[src/rtl/bitserial_alu_seq_if.sv]
// Command/status interface between the array controller and bitserial_alu_seq.
//   master : controller side; drives start/op/src_a/src_b/dst/width, observes status.
//   slave  : sequencer side; receives the command, drives busy/done/carry_out/zero.
// Signals:
//   start      request, sampled only while the sequencer is idle
//   op         0=ADD 1=SUB 2=AND 3=OR 4=XOR 5..7=MOV(A)
//   src_a/b    LSB bit-column of operands A and B
//   dst        LSB bit-column of the result
//   width      field length in bits
//   busy/done  operation in progress / one-cycle completion pulse
//   carry_out  per-PE final carry, zero per-PE all-result-bits-zero flag
interface bitserial_alu_seq_if #(
    parameter int N_PE = 16,
    parameter int AW   = 10,
    parameter int WW   = 6
);
    logic            start;
    logic [2:0]      op;
    logic [AW-1:0]   src_a;
    logic [AW-1:0]   src_b;
    logic [AW-1:0]   dst;
    logic [WW-1:0]   width;
    logic            busy;
    logic            done;
    logic [N_PE-1:0] carry_out;
    logic [N_PE-1:0] zero;

    modport master (
        output start, op, src_a, src_b, dst, width,
        input  busy, done, carry_out, zero
    );

    modport slave (
        input  start, op, src_a, src_b, dst, width,
        output busy, done, carry_out, zero
    );
endinterface

[src/rtl/bitserial_alu_seq.sv]
// Bit-serial arithmetic sequencer in front of a bit-sliced block RAM (one bit per PE
// per column). Walks a multi-bit field LSB-first: READ fetches the operand columns,
// WRITE combines them per PE (with a per-PE carry) and writes the result column.
//
// Ports:
//   clk, reset            rising-edge clock, synchronous active-high reset
//   bus (slave)           start/op/src_a/src_b/dst/width in; busy/done/carry_out/zero out
//   wea, addra, dia       RAM port A: reads operand A; never written (dia = 0)
//   web, addrb, dib       RAM port B: reads operand B in READ, writes result in WRITE
//   doa, dob              RAM read data, valid one cycle after the address
//
// Optional build macro CARRY_WB_EN: for ADD/SUB, one extra CWB cycle writes the final
// carry column to dst+width. Undefined by default (carry only on carry_out).
module bitserial_alu_seq #(
    parameter int N_PE = 16,
    parameter int AW   = 10,
    parameter int WW   = 6
) (
    input  logic                 clk,
    input  logic                 reset,
    bitserial_alu_seq_if.slave   bus,
    output logic                 wea,
    output logic                 web,
    output logic [AW-1:0]        addra,
    output logic [AW-1:0]        addrb,
    output logic [N_PE-1:0]      dia,
    output logic [N_PE-1:0]      dib,
    input  logic [N_PE-1:0]      doa,
    input  logic [N_PE-1:0]      dob
);

    localparam logic [2:0] StIdle  = 3'd0;
    localparam logic [2:0] StRead  = 3'd1;
    localparam logic [2:0] StWrite = 3'd2;
    localparam logic [2:0] StDone  = 3'd3;
`ifdef CARRY_WB_EN
    localparam logic [2:0] StCwb   = 3'd4;
`endif

    localparam logic [2:0] OpAdd = 3'd0;
    localparam logic [2:0] OpSub = 3'd1;
    localparam logic [2:0] OpAnd = 3'd2;
    localparam logic [2:0] OpOr  = 3'd3;
    localparam logic [2:0] OpXor = 3'd4;

    logic [2:0]      state_q, state_d;
    logic [2:0]      op_q, op_d;
    logic [AW-1:0]   a_ptr_q, a_ptr_d;
    logic [AW-1:0]   b_ptr_q, b_ptr_d;
    logic [AW-1:0]   d_ptr_q, d_ptr_d;
    logic [WW-1:0]   width_q, width_d;
    logic [WW-1:0]   cnt_q, cnt_d;
    logic [N_PE-1:0] carry_q, carry_d;
    logic [N_PE-1:0] zero_q, zero_d;

    logic [N_PE-1:0] opb;
    logic [N_PE-1:0] res;
    logic [N_PE-1:0] sum_carry;
    logic            is_arith;
    logic            last_bit;

    // Per-PE bit-slice datapath; SUB is A + ~B with carry seeded to 1.
    always_comb begin
        opb       = (op_q == OpSub) ? ~dob : dob;
        is_arith  = (op_q == OpAdd) || (op_q == OpSub);
        sum_carry = (doa & opb) | (carry_q & (doa ^ opb));
        case (op_q)
            OpAdd, OpSub: res = doa ^ opb ^ carry_q;
            OpAnd:        res = doa & dob;
            OpOr:         res = doa | dob;
            OpXor:        res = doa ^ dob;
            default:      res = doa;
        endcase
        last_bit = ({1'b0, cnt_q} + (WW + 1)'(1)) >= {1'b0, width_q};
    end

    always_comb begin
        state_d = state_q;
        op_d    = op_q;
        a_ptr_d = a_ptr_q;
        b_ptr_d = b_ptr_q;
        d_ptr_d = d_ptr_q;
        width_d = width_q;
        cnt_d   = cnt_q;
        carry_d = carry_q;
        zero_d  = zero_q;
        case (state_q)
            StIdle: begin
                if (bus.start) begin
                    zero_d = '1;
                    if (bus.width != '0) begin
                        op_d    = bus.op;
                        a_ptr_d = bus.src_a;
                        b_ptr_d = bus.src_b;
                        d_ptr_d = bus.dst;
                        width_d = bus.width;
                        cnt_d   = '0;
                        carry_d = {N_PE{bus.op == OpSub}};
                        state_d = StRead;
                    end else begin
                        carry_d = '0;
                        state_d = StDone;
                    end
                end
            end
            StRead: state_d = StWrite;
            StWrite: begin
                if (is_arith) carry_d = sum_carry;
                zero_d  = zero_q & ~res;
                a_ptr_d = a_ptr_q + AW'(1);
                b_ptr_d = b_ptr_q + AW'(1);
                d_ptr_d = d_ptr_q + AW'(1);
                cnt_d   = cnt_q + WW'(1);
                if (!last_bit) begin
                    state_d = StRead;
                end else begin
`ifdef CARRY_WB_EN
                    state_d = is_arith ? StCwb : StDone;
`else
                    state_d = StDone;
`endif
                end
            end
`ifdef CARRY_WB_EN
            StCwb: state_d = StDone;
`endif
            StDone:  state_d = StIdle;
            default: state_d = StIdle;
        endcase
    end

    always_ff @(posedge clk) begin
        if (reset) begin
            state_q <= StIdle;
            op_q    <= '0;
            a_ptr_q <= '0;
            b_ptr_q <= '0;
            d_ptr_q <= '0;
            width_q <= '0;
            cnt_q   <= '0;
            carry_q <= '0;
            zero_q  <= '1;
        end else begin
            state_q <= state_d;
            op_q    <= op_d;
            a_ptr_q <= a_ptr_d;
            b_ptr_q <= b_ptr_d;
            d_ptr_q <= d_ptr_d;
            width_q <= width_d;
            cnt_q   <= cnt_d;
            carry_q <= carry_d;
            zero_q  <= zero_d;
        end
    end

    // RAM ports are decoded from the state; port B is shared between the B read and
    // the result write, which never happen in the same cycle.
    always_comb begin
        wea   = 1'b0;
        web   = 1'b0;
        addra = '0;
        addrb = '0;
        dia   = '0;
        dib   = '0;
        case (state_q)
            StRead: begin
                addra = a_ptr_q;
                addrb = b_ptr_q;
            end
            StWrite: begin
                web   = 1'b1;
                addrb = d_ptr_q;
                dib   = res;
            end
`ifdef CARRY_WB_EN
            // d_ptr has already advanced to dst+width here.
            StCwb: begin
                web   = 1'b1;
                addrb = d_ptr_q;
                dib   = carry_q;
            end
`endif
            default: ;
        endcase
    end

`ifdef CARRY_WB_EN
    assign bus.busy = (state_q == StRead) || (state_q == StWrite) || (state_q == StCwb);
`else
    assign bus.busy = (state_q == StRead) || (state_q == StWrite);
`endif
    assign bus.done      = (state_q == StDone);
    assign bus.carry_out = carry_q;
    assign bus.zero      = zero_q;

endmodule

[src/flat_wrapper.sv]
// flat-port wrapper written by rule: the top's interface ports become plain ports
module bitserial_alu_seq_flat 
#(
    parameter int N_PE = 16,
    parameter int AW   = 10,
    parameter int WW   = 6
)
  (clk, reset, wea, web, addra, addrb, dia, dib, doa, dob, bus_start, bus_op, bus_src_a, bus_src_b, bus_dst, bus_width, bus_busy, bus_done, bus_carry_out, bus_zero);
  bitserial_alu_seq_if #(.N_PE(N_PE), .AW(AW), .WW(WW)) bus_i ();
  input  logic clk;
  input  logic reset;
  output logic wea;
  output logic web;
  output logic [AW-1:0] addra;
  output logic [AW-1:0] addrb;
  output logic [N_PE-1:0] dia;
  output logic [N_PE-1:0] dib;
  input  logic [N_PE-1:0] doa;
  input  logic [N_PE-1:0] dob;
  input wire logic [$bits(bus_i.start)-1:0] bus_start;
  input wire logic [$bits(bus_i.op)-1:0] bus_op;
  input wire logic [$bits(bus_i.src_a)-1:0] bus_src_a;
  input wire logic [$bits(bus_i.src_b)-1:0] bus_src_b;
  input wire logic [$bits(bus_i.dst)-1:0] bus_dst;
  input wire logic [$bits(bus_i.width)-1:0] bus_width;
  output wire logic [$bits(bus_i.busy)-1:0] bus_busy;
  output wire logic [$bits(bus_i.done)-1:0] bus_done;
  output wire logic [$bits(bus_i.carry_out)-1:0] bus_carry_out;
  output wire logic [$bits(bus_i.zero)-1:0] bus_zero;
  assign bus_i.start = bus_start;
  assign bus_i.op = bus_op;
  assign bus_i.src_a = bus_src_a;
  assign bus_i.src_b = bus_src_b;
  assign bus_i.dst = bus_dst;
  assign bus_i.width = bus_width;
  assign bus_busy = bus_i.busy;
  assign bus_done = bus_i.done;
  assign bus_carry_out = bus_i.carry_out;
  assign bus_zero = bus_i.zero;
  bitserial_alu_seq #(.N_PE(N_PE), .AW(AW), .WW(WW)) u_core (.clk(clk), .reset(reset), .bus(bus_i), .wea(wea), .web(web), .addra(addra), .addrb(addrb), .dia(dia), .dib(dib), .doa(doa), .dob(dob));
endmodule
[config.mk]
export PLATFORM = sky130hd
export DESIGN_NAME = bitserial_alu_seq_flat
export DESIGN_NICKNAME = d
export VERILOG_FILES = /design/src/rtl/bitserial_alu_seq_if.sv /design/src/rtl/bitserial_alu_seq.sv /design/src/flat_wrapper.sv
export SDC_FILE = /design/constraint.sdc
export NUM_CORES = 1
export LEC_CHECK = 0
export CAP_MARGIN = 5
export CORE_MARGIN = 5
export CORE_UTILIZATION = 49
export CTS_CLUSTER_DIAMETER = 100
export DETAILED_ROUTE_END_ITERATION = 8
export PLACE_DENSITY_LB_ADDON = 0.25
export SLEW_MARGIN = 25
export SYNTH_ARGS = -nofsm -noshare
export SYNTH_HDL_FRONTEND = slang
export SYNTH_SLANG_ARGS = --single-unit
[constraint.sdc]
create_clock -name clk -period 6.69 [get_ports clk]
set_clock_uncertainty 0.15 [all_clocks]
set_input_delay 1.0035 -clock clk [delete_from_list [all_inputs] [get_ports clk]]
set_output_delay 1.0035 -clock clk [all_outputs]
set_load 0.02 [all_outputs]
==> reports/qor_table.md <==
| Metric | Reported | Unit |
|---|---|---|
| Antenna diode count | 0 | - |
| Vert. Die Dim | 121 | µm |
| Average cell area after synthesis | 7.69 | µm² |
| Maximum number of pins on one net before global-route repair | 72 | - |
| Leakage power | 0.00299 | µW |
| Total routing usage reported by global routing | 0.237 | - |
| Crit Path Category | flop to primary output | - |
| Area Growth Syn to Fin | 29.0 | % |
| Arrival time of data at the critical path endpoint | 3.39 | ns |
| IO Port Bufs | 144 | - |
| Max H-tree Level | 3 | - |
| Reg-to-reg slack, setup | 2.82 | ns |
| Netlist area before placement | 6000 | µm² |
| Fraction of synthesized area in multiplexers | 0.0150 | - |
| Final instance area | 7730 | µm² |
| Critical Path End Type | primary output | - |
| Number of enable-type register cells in the synthesized netlist | 0 | - |
| Critical path required time | 5.54 | ns |
| Yosys warns | 0 | - |
| Routed WL per cell | 16.5 | µm |
| Number of pins exceeding their max-slew limit in the final report | 0 | - |
| Initial core utilization | 0.499 | - |
| Count of vias placed by the detailed router | 5974 | - |
| Avg Vias per Cell | 5.74 | - |
| Actual slew at the worst max-slew pin | 1.08 | ns |
| HPWL after detailed placement | 11900 | µm |
| Synth Area in XOR/XNOR | 0.0292 | - |
| Async S/R FF share, synth | 0 | - |
| Number of unique standard cell types used by synthesis | 56 | - |
| Unrepaired setup endpoints after global routing | false | - |
| Sequential cell area | 1580 | µm² |
| Resized cells post-CTS | 0 | - |
| Area of the multi-input gates | 3940 | µm² |
| DR DRC count | 0 | - |
| Standard-cell rows | 40 | - |
| Worst vdd rail ir drop | 0.130 | mV |
| Ports | 162 | - |
| Clock tree from TritonCTS | yes | - |
| Startpoint of the worst register-to-register path | u_core.state_q[0]$_SDFFE_PP0P_ | - |
| Grt total ovfl | 0 | - |
| Detailed-route wire length | 17200 | µm |
| Antenna violations before repair | 0 | - |
| Synth Register Bits | 79 | - |
| Fraction of the yosys area taken by sequential cells | 0.264 | - |
| Top fanout value on the critical path | 16 | - |
| Final period demand of the worst path | 4.54 | ns |
| Dominant register cell in the synthesized netlist | dfxtp_1 | - |
| CTS clk-pin slew, worst paths | 0.06 | ns |
| Clock sink count | 79 | - |
| Filler cell count | 1082 | - |
| First-pass GRT wire length | 28400 | µm |
| Library cell used as clock root buffer | clkbuf_16 | - |
| Buffers from clock root to sink, at most | 2 | - |
| Routed Antenna Nets | 0 | - |
| Areal power density over the cells | 229 | nW/µm² |
| Path depth of the worst reg2reg path | 8 | - |
| Clock latency reported for the late side of the worst-skew pair | 0.33 | ns |
| Share of layout cells above drive strength 1 | 0.0426 | - |
| Setup Buffers After CTS | 0 | - |
| Final number of setup-violating endpoints | 0 | - |
| Adder-cell area share of the yosys netlist | 0.149 | - |
| Worst min-delay path endpoint | u_core.bus.zero[9]$_SDFFE_PP1P_ | - |
| Type of origin of the critical path | flop | - |
| Num CTS Buffers | 9 | - |
| Hold_buf cts | 0 | - |
| Classification of the worst-slack hold path | flop to flop | - |
| Depth of the worst hold-timing path | 1 | - |
| Area of the core | 12000 | µm² |
| Outcome | complete, no violations | - |
| Post-Place Cell Area | 7400 | µm² |
| Core Util, Final | 0.644 | - |
| Dominant combinational cell family by area after synthesis | compound AO/OA/AOI/OAI gates | - |
| Number of global-route vias before repair | 5782 | - |
| Compound-cell area share of the yosys netlist | 0.263 | - |
| DRT Pass-1 Iters | 8 | - |
| Die width | 121 | µm |
| DRT iter0 DRCs | 523 | - |
| Period utilization | 0.679 | - |
| Overall die area | 14500 | µm² |
| MaxCap Viol Count | 0 | - |
| Worst min-delay path startpoint | u_core.bus.zero[9]$_SDFFE_PP1P_ | - |
| Count of endpoints failing hold in the final timing report | 0 | - |
| End of the worst register-to-register path | u_core.bus.carry_out[9]$_SDFFE_PP0P_ | - |
| Area fraction in and, or, nand and nor cells after synthesis | 0.187 | - |
| Setup Total Neg Slack | 0 | ns |
| Routability congestion estimate from global placement | 0.804 | - |
| Slew Limit Headroom | 0.279 | - |
| Maximum clock frequency | 0.220 | GHz |
| Number of nets in the layout | 1025 | - |
| Gate count of the mapped netlist | 780 | - |
stage by stage:
step           total power, µW  cells  worst slack [ns]  hold slack, ns
6_report                  1770   1040              2.15           0.301
5_1_grt                   1880   1040              1.93           0.315
4_1_cts                   1780   1040              2.16           0.302
3_5_place_dp              1230   1025              2.26           0.288
3_3_place_gp              1210   1025              2.26           0.286
2_1_floorplan             1000    796              3.13           0.308
kinds of logic (layout without fill, tap and decap cells):
kind of cell	count (synthesis)	in the layout
and+or+nand+nor	249	249
DFF	79	79
other	1	17
xor gates and xnor gates	20	20
adders and majority gates	62	62
muxes	9	9
AOI/OAI and AO/OA	239	239
buffers and inverters	121	218
state kept, by name (all words and copies together) (netlist names):
register / cells
u_core.d_ptr_q: 10
u_core.cnt_q: 6
u_core.b_ptr_q: 10
u_core.width_q: 6
u_core.bus.zero: 16
u_core.op_q: 3
u_core.state_q: 2
u_core.a_ptr_q: 10
u_core.bus.carry_out: 16
synthesized netlist by cell type (all sizes together) (18+ instances only):
library cell	number	area (µm²)
a211oi	21	158
a21oi	66	342
buf	40	244
clkbuf	31	116
dfxtp	79	1580
ha	46	576
inv	50	188
nand2	83	312
nand3	20	100
nor2	86	325
o211ai	18	135
o21ai	55	279
xnor2	19	166
worst max path at each step:
stage	from	end	slack, ns	depth (start not counted)
floorplan	u_core.op_q[1]$_SDFFE_PP0P_	dib[15]	3.13	11
global placement	dob[8]	dib[8]	2.26	9
detailed placement	dob[7]	dib[7]	2.26	9
CTS	u_core.op_q[1]$_SDFFE_PP0P_	dib[11]	2.16	9
global route	u_core.op_q[1]$_SDFFE_PP0P_	dib[11]	1.93	9
finish	u_core.op_q[1]$_SDFFE_PP0P_	dib[11]	2.15	9
cell usage in the layout (no fill, tap or decap), types with 16 or more instances in the layout:
cell             instances
a21o_1                  17
nand2_1                 83
nor2_1                  85
ha_1                    45
xnor2_1                 19
a211oi_1                21
inv_1                   49
clkdlybuf4s50_1        143
conb_1                  17
o211ai_1                18
o22a_1                  16
nand3_1                 20
dfxtp_1                 79
a21oi_1                 65
o21ai_0                 50
fa_1                    16
final cells by class:
| class | count | area share |
|---|---|---|
| Multi-Input combinational cell | 596 | 0.510 |
| Tap cell | 147 | 0.0238 |
| Clock inverter | 3 | 0.00841 |
| Sequential cell | 79 | 0.205 |
| Clock buffer | 12 | 0.0345 |
| Timing Repair Buffer | 153 | 0.194 |
| Inverter | 50 | 0.0243 |
report_power, final:
part           total, µW  switching (µW)  internal (µW)
Combinational        638             366            272
Sequential           585            57.3            528
Clock                544             190            355
worst max-delay path, cell delays in order, from the launching register on:
cell and delay (ns):
dfxtp_1 0.32, nor2_1 0.12, and2_1 0.86, xnor2_1 0.17, fa_1 0.52, nand2_1 0.04, o21ai_0 0.11, o21ai_0 0.13
nor2_1 0.15, clkdlybuf4s50_1 0.63
metal layers:
metal,up-vias,track usage,wire length (µm)
met2,221,0.412,8600
met1,2844,0.299,7200
li1,2889,-,-
met3,20,0.0384,1160
met4,0,0.0779,213
met5,-,0,0
(Power assumes the default switching activity.)
